### src/rtl/eth_rx_pkg.sv
// rtl/eth_rx_pkg.sv - shared state encoding, frame constants and bit helpers for the receive FCS checker
package eth_rx_pkg;

  typedef logic [1:0] state_t;

  localparam state_t ST_IDLE     = 2'd0;
  localparam state_t ST_PREAMBLE = 2'd1;
  localparam state_t ST_DATA     = 2'd2;
  localparam state_t ST_DROP     = 2'd3;

  localparam logic [7:0]  PREAMBLE_BYTE = 8'h55;
  localparam logic [7:0]  SFD_BYTE      = 8'hD5;
  localparam logic [31:0] CRC_INIT      = 32'hFFFFFFFF;
  localparam logic [31:0] CRC_RESIDUE   = 32'hC704DD7B;
  localparam logic [31:0] CRC_POLY      = 32'h04C11DB7;

  // The wire carries bytes LSB first; the CRC register shifts MSB first.
  function automatic logic [7:0] bitreverse8(input logic [7:0] b);
    logic [7:0] r;
    for (int i = 0; i < 8; i++) begin
      r[i] = b[7-i];
    end
    return r;
  endfunction

endpackage

### src/rtl/eth_rx_fcs_check_crc32.sv
// rtl/eth_rx_fcs_check_crc32.sv - byte-wise CRC-32 (0x04C11DB7) combinational update, MSB of data first
module eth_rx_fcs_check_crc32 (
  input  logic [31:0] crc,
  input  logic [7:0]  data,
  output logic [31:0] crc_next
);
  import eth_rx_pkg::*;

  logic [31:0] acc;

  always_comb begin
    acc = crc;
    for (int i = 7; i >= 0; i--) begin
      if (acc[31] ^ data[i]) begin
        acc = {acc[30:0], 1'b0} ^ CRC_POLY;
      end else begin
        acc = {acc[30:0], 1'b0};
      end
    end
    crc_next = acc;
  end

endmodule

### src/rtl/eth_rx_fcs_check.sv
// rtl/eth_rx_fcs_check.sv - GMII receive path: strips preamble/SFD, checks and strips the FCS,
// forwards payload with a last flag and keeps saturating good/error frame counters.
module eth_rx_fcs_check #(
  parameter int MIN_LEN = 64,
  parameter int MAX_LEN = 1518,
  parameter int CNT_W   = 32
) (
  input  logic             clk,
  input  logic             rst_n,
  input  logic             rx_dv,
  input  logic             rx_er,
  input  logic [7:0]       rx_data,
  output logic             m_valid,
  output logic [7:0]       m_data,
  output logic             m_last,
  output logic             stat_valid,
  output logic             stat_crc_err,
  output logic             stat_len_err,
  output logic             stat_phy_err,
  output logic [10:0]      stat_len,
  output logic [CNT_W-1:0] cnt_ok,
  output logic [CNT_W-1:0] cnt_crc,
  output logic [CNT_W-1:0] cnt_len
);
  import eth_rx_pkg::*;

  localparam logic [CNT_W-1:0] CNT_ONE = CNT_W'(1);
  localparam logic [10:0]      LEN_MIN = 11'(MIN_LEN);
  localparam logic [10:0]      LEN_MAX = 11'(MAX_LEN);

  state_t          state;
  logic [31:0]     crc;
  logic [31:0]     crc_upd;
  logic [7:0]      rx_data_rev;
  logic [10:0]     count;
  logic [4:0][7:0] dline;
  logic            phy_seen;
  logic            dline_full;

  assign rx_data_rev = bitreverse8(rx_data);
  assign dline_full  = (count >= 11'd5);

  eth_rx_fcs_check_crc32 u_crc32 (
    .crc      (crc),
    .data     (rx_data_rev),
    .crc_next (crc_upd)
  );

  always_ff @(posedge clk) begin
    if (!rst_n) begin
      state        <= ST_IDLE;
      crc          <= CRC_INIT;
      count        <= '0;
      dline        <= '0;
      phy_seen     <= 1'b0;
      m_valid      <= 1'b0;
      m_data       <= '0;
      m_last       <= 1'b0;
      stat_valid   <= 1'b0;
      stat_crc_err <= 1'b0;
      stat_len_err <= 1'b0;
      stat_phy_err <= 1'b0;
      stat_len     <= '0;
      cnt_ok       <= '0;
      cnt_crc      <= '0;
      cnt_len      <= '0;
    end else begin
      m_valid    <= 1'b0;
      m_last     <= 1'b0;
      stat_valid <= 1'b0;

      // Counters follow the status strobe by one edge, using its registered flags.
      if (stat_valid) begin
        if (!stat_crc_err && !stat_len_err && !stat_phy_err && cnt_ok != '1) begin
          cnt_ok <= cnt_ok + CNT_ONE;
        end
        if (stat_crc_err && cnt_crc != '1) begin
          cnt_crc <= cnt_crc + CNT_ONE;
        end
        if (stat_len_err && cnt_len != '1) begin
          cnt_len <= cnt_len + CNT_ONE;
        end
      end

      case (state)
        ST_IDLE: begin
          if (rx_dv) begin
            state <= (rx_data == PREAMBLE_BYTE) ? ST_PREAMBLE : ST_DROP;
          end
        end

        ST_PREAMBLE: begin
          if (!rx_dv) begin
            state <= ST_IDLE;
          end else if (rx_data == SFD_BYTE) begin
            state    <= ST_DATA;
            crc      <= CRC_INIT;
            count    <= '0;
            phy_seen <= 1'b0;
          end else if (rx_data != PREAMBLE_BYTE) begin
            state <= ST_DROP;
          end
        end

        ST_DATA: begin
          if (!rx_dv) begin
            // The oldest buffered byte is the last payload byte; the other four are FCS.
            stat_valid   <= 1'b1;
            stat_crc_err <= (crc != CRC_RESIDUE);
            stat_len_err <= (count < LEN_MIN);
            stat_phy_err <= phy_seen;
            stat_len     <= count;
            if (dline_full) begin
              m_valid <= 1'b1;
              m_last  <= 1'b1;
              m_data  <= dline[4];
            end
            state <= ST_IDLE;
          end else if (count == LEN_MAX) begin
            stat_valid   <= 1'b1;
            stat_crc_err <= (crc != CRC_RESIDUE);
            stat_len_err <= 1'b1;
            stat_phy_err <= phy_seen | rx_er;
            stat_len     <= count + 11'd1;
            m_valid      <= 1'b1;
            m_last       <= 1'b1;
            m_data       <= dline[4];
            state        <= ST_DROP;
          end else begin
            crc      <= crc_upd;
            count    <= count + 11'd1;
            dline    <= {dline[3:0], rx_data};
            phy_seen <= phy_seen | rx_er;
            if (dline_full) begin
              m_valid <= 1'b1;
              m_data  <= dline[4];
            end
          end
        end

        ST_DROP: begin
          if (!rx_dv) begin
            state <= ST_IDLE;
          end
        end

        default: state <= ST_IDLE;
      endcase
    end
  end

endmodule

### config.mk
export PLATFORM = sky130hd
export DESIGN_NAME = eth_rx_fcs_check
export DESIGN_NICKNAME = d
export VERILOG_FILES = /design/src/rtl/eth_rx_pkg.sv /design/src/rtl/eth_rx_fcs_check_crc32.sv /design/src/rtl/eth_rx_fcs_check.sv
export SDC_FILE = /design/constraint.sdc
export NUM_CORES = 1
export LEC_CHECK = 0
export BUFFER_PORTS_ARGS = -buffer_cell sky130_fd_sc_hd__clkbuf_2
export CORE_ASPECT_RATIO = 0.8
export CORE_MARGIN = 5
export CORE_UTILIZATION = 58
export CTS_CLUSTER_SIZE = 30
export DETAILED_ROUTE_END_ITERATION = 7
export GPL_ROUTABILITY_DRIVEN = 0
export PLACE_DENSITY = 0.78
export SYNTH_ARGS = -nofsm -noshare
export SYNTH_HDL_FRONTEND = slang
export SYNTH_SLANG_ARGS = --single-unit
### constraint.sdc
create_clock -name clk -period 3.35 [get_ports clk]
set_input_delay 1.005 -clock clk [delete_from_list [all_inputs] [get_ports clk]]
set_output_delay 1.005 -clock clk [all_outputs]
set_load 0.005 [all_outputs]
# == Word-level counts from Yosys, hierarchy flattened ==
# Index checks and enable logic that the tools add are counted.
# totals
register_bits,207
inputBits,12
out_inout_bits,121
# op_classes
add_sub_neg,4
n_lt_le_gt_ge,2
n_eq_ne,20
mux,49
n_bitwise,18
n_reduce_logical,18
# op_table
op,n
$mux W27,8
$mux W32,4
$ne A32 B32 Y1 const B,4
$not A14 Y14,8
$add A32 B1 Y32 const B,3
$mux W11,6
$pmux W32 S2,1
$mux W8,3
$pmux W11 S2,1
$mux W1,16
$mux W2,8
$ne A2 B2 Y1 const B,6
$add A11 B1 Y11 const B,1
$eq A11 B11 Y1 const B,1
$ge A11 B3 Y1 const B,1
$lt A11 B7 Y1 const B,1
$reduce_and A2 Y1,5
$eq A8 B7 Y1 const B,1
$eq A8 B8 Y1 const B,1
$ne A8 B7 Y1 const B,1
$pmux W2 S4,1
$xor A1 B1 Y1,8
$logic_and A1 B1 Y1,5
$reduce_and A5 Y1,1
13 further kinds,16

# == Depth between registers and ports, before layout ==
# logic_depth
word_depth,19
mapped_depth,11
mapped_depth_nobuf,8

# == Cells and area by module ==
# From an unflattened synthesis, not the netlist that was laid out.
# hier_totals
cells_unflattened,1168
area_unflattened_um2,10142.2
# modules_own_cells
mod,n_inst,cells_each,area_per_inst_um2,seq_area_each_um2
eth_rx_fcs_check,1,1105,9152.5,4144.0
eth_rx_fcs_check_crc32,1,63,989.7,0.0

# == Worst setup path before layout ==
# No wires, ideal clock.
# synth_timing
path_kind,input port to flip-flop
startpoint,in rx_data[6]
endpoint,reg crc[11]
setup_time_ps,122
t_arrival_ps,2529
required_ps,3228
setup_slack_ps,700
stages,6
n_path_buf,0
cell_sequence,xnor2_2 xnor2_4 xor3_2 xnor2_2 nand4b_1 o311a_1
# synth_via
elab_chain_len,7
# synth_rtl
item,line,source
start: declaration,eth_rx_fcs_check.sv:12,"input logic [7:0] rx_data,"
$xor A1 B1 Y1,eth_rx_fcs_check_crc32.sv:14,if (acc[31] ^ data[i]) begin
$mux W27,eth_rx_fcs_check_crc32.sv:14,
$not A14 Y14 (no line),-,
$mux W27,eth_rx_fcs_check_crc32.sv:14,
$mux W32,eth_rx_fcs_check.sv:119,end else if (count == LEN_MAX) begin
$mux W32,eth_rx_fcs_check.sv:106,if (!rx_dv) begin
$pmux W32 S2,eth_rx_fcs_check.sv:85,case (state)
end signal: assignment,eth_rx_fcs_check.sv:130,crc <= crc_upd;
end: declaration,eth_rx_fcs_check.sv:32,logic [31:0] crc;
# Parallel ways exist; a longest one is shown, timed or not. The select of a mux whose other input is x is not followed.
# A chain may end at the register's enable or synchronous reset.

# == Worst setup path in the final report ==
# layout_timing
startpoint,reg count[0]
endpoint,reg dline[0] in the netlist's numbering
# layout_via
elab_chain_len,3
# layout_rtl
item,line,source
start: declaration,eth_rx_fcs_check.sv:35,logic [10:0] count;
start signal: assignment,eth_rx_fcs_check.sv:131,count <= count + 11'd1;
$eq A11 B11 Y1,eth_rx_fcs_check.sv:119,
$not A1 Y1 (no line),-,
$reduce_and A3 Y1 (no line),-,
end signal: assignment,eth_rx_fcs_check.sv:132,"dline <= {dline[3:0], rx_data};"
end: declaration,eth_rx_fcs_check.sv:36,logic [4:0][7:0] dline;
# No other way between the ends.

==> results.cfg <==
[yosys]
synthArstFlopShare = 0
ys_ff_latch = 207
synth_area_um2 = 9690
syn_inst = 1152
synth_nets = 1170
yosys_warnings = 0
synth.distinct_cells = 60
synth_flop_cell = dfxtp_1
synth_edf_count = 0
synth_top_area_share = 0.427
syn_avg_cell_area_um2 = 8.42
yosys-top-cells-area = dfxtp_1, xnor2_1, nand2_1
yosysTopAreaCell = dfxtp_1
synth.yosys.seq_area_share = 0.427

[detailed_routing]
dr.pass1.iters = 5
routedWlPerCell_um = 15.8
dr.first_iter.drc_count = 765
ant_nets = 0
drt-vias-per-instance = 5.72
drc_errors = 0
wirelength_mm = 23.6
vias = 8550

[cts]
clock_sinks = 207
post_cts_buffers = 0
htree_levels = 1
cts_tree = yes
root_buffer = clkbuf_16
postCtsHoldBufs = 0
clkTransAtPathRegs_ps = 60
cts_buffer_depth = 3
postCtsResizedCells = 0
clock_latency_ps = 500
numCtsBuffers = 21

[timing]
fin_skew_ps = 14.7
slew_violations = 0
worst_pin_slew_ps = 910
setup-tns-final_ps = 0
layout_min_cycle_time_ps = 2520
final.period_utilization = 0.752
whs_ps = 446
setup_viol = 0
fmax_mhz = 397
rsz0062_at_grt = no
hold_viol_final = 0
slew_headroom = 0.393

[critical_path]
critPathMaxFanout = 40
timing.rr.start = count[0]
path_class = register to register
start_kind = register
critPathLaunch = count[0]
r2r_setup_slack_ps = 830
crit_chain = inv_1, ha_1, nand4bb_1, o31ai_4, buf_4, nand2_1, a21oi_1
arrival_ps = 2950
end_kind = register
reg2regPathDepth = 7
max_stage_delay_ps = 790
cp_slowest_cell = o31ai_4
crit_required_ps = 3780

[min_path]
min_from = dline[24]
hold-path-cell-count = 2
hold_path_class = register to register

[layout]
fin_util = 0.680
n_antenna_cell = 0
area_growth_pct = 15.7
finalInstanceArea_um2 = 11200
final_common_cell = dfxtp_1
nets = 1280
layout_common_cells = dfxtp_1, nand2_1, nor2_1
drive_gt1_frac = 0.164

[grt]
grt_pass1_wl_mm = 38.7
grt_usage = 0.234
antenna_found_initial = 0
grt_pass1_vias = 7739
grt_overflow = 0
grt_max_degree = 72

[floorplan]
io_pins = 133
die-area_um2 = 19400
die_w_um = 155
die_height_um = 126
rows = 42
initial_core_util = 0.588
fp.coreArea_um2 = 16500

[power]
p_leak_nw = 4.01
powerDensity_nw_per_um2 = 473
total_power_mw = 5.31
peakVddDrop_mv = 0.290

[placed_design]
post_dp_cell_area_um2 = 10500
dp_hpwl_mm = 16.4
portBuffers = 132

[run_status]
status = finished, final reports clean

[run]
drv_cap = 0
[worst max-delay path, delay by kind of cell, from the launching register on]
kind,cells,cell delay (ps)
buffers and inverters,2,620
adders and majority gates,1,170
and+or+nand+nor,2,310
AOI/OAI and AO/OA,2,940
DFF,1,400
[routing by layer]
metal	global-route usage	wire length (um)	share of wire
met1	0.350	11400	0.48
met2	0.349	10100	0.43
met3	0.0370	1540	0.065
met4	0.0685	609	0.026
met5	0	0	0
[through the flow]
step,setup slack [ps],instances
floorplan,700,1152
global placement,459,1459
detailed placement,387,1459
CTS,868,1496
global route,574,1496
finish,831,1496
[layout make-up]
| class | count | area [um2] |
|---|---|---|
| inverter | 13 | 51.3 |
| tap | 220 | 275 |
| multi-input combinational | 873 | 5290 |
| sequential | 207 | 4140 |
| clock inverter | 7 | 67.6 |
| timing repair buffer | 146 | 778 |
| fill | 1357 | 5290 |
| clock buffer | 30 | 609 |
[report_power, final]
group | internal, mW | switching, mW
Clock | 1.35 | 0.956
Sequential | 2.49 | 0.0346
Combinational | 0.210 | 0.268
Total | 4.05 | 1.26
[kinds of logic (layout without fill, tap and decap cells)]
group | after synthesis | count (layout) | share of synthesized area
DFF | 207 | 207 | 0.427
AOI/OAI and AO/OA | 166 | 166 | 0.0982
adders and majority gates | 6 | 6 | 0.00774
buffers and inverters | 72 | 196 | 0.0284
and+or+nand+nor | 541 | 541 | 0.274
xor gates and xnor gates | 148 | 148 | 0.152
muxes | 12 | 12 | 0.0124
[cell usage after synthesis, types with 2 or more instances]
master and n:
o31ai_1 4, nor3_1 50, nor2_1 142, xor2_1 40, nor4b_2 2, nor4b_1 7
nor2b_1 2, and3_1 14, nand4b_1 6, or2_2 5, a21oi_1 77, o211ai_1 5
nor3b_1 3, a31oi_1 6, or3_1 18, nand2b_1 6, nand3_1 47, nor4_1 14
dfxtp_1 207, o31a_1 2, buf_1 4, clkbuf_1 51, a211oi_1 10, o2111ai_1 2
and2_1 9, buf_2 4, xnor2_1 95, o21ai_0 42, xnor2_2 6, nand3b_1 3
or4_1 6, xor2_4 2, and4_1 9, o21a_1 2, o22ai_1 7, ha_1 6
nand2_1 158, mux2i_1 12, xnor2_4 4, nand4_1 30, nor4_2 2, inv_1 13
[sequential cells by signal, summed over array words and instances (netlist names), 2 cells and up]
name,count
cnt_ok,32
cnt_crc,32
state,2
crc,32
cnt_len,32
dline,40
stat_len,11
count,11
m_data,8
[path summary, 6_finish.rpt]
kind | to
hold reg to reg | dline[32]
setup / recovery | dline[0]
hold / removal | dline[32]
setup reg to reg | dline[0]
No activity file was read; power rests on OpenSTA's default activity.
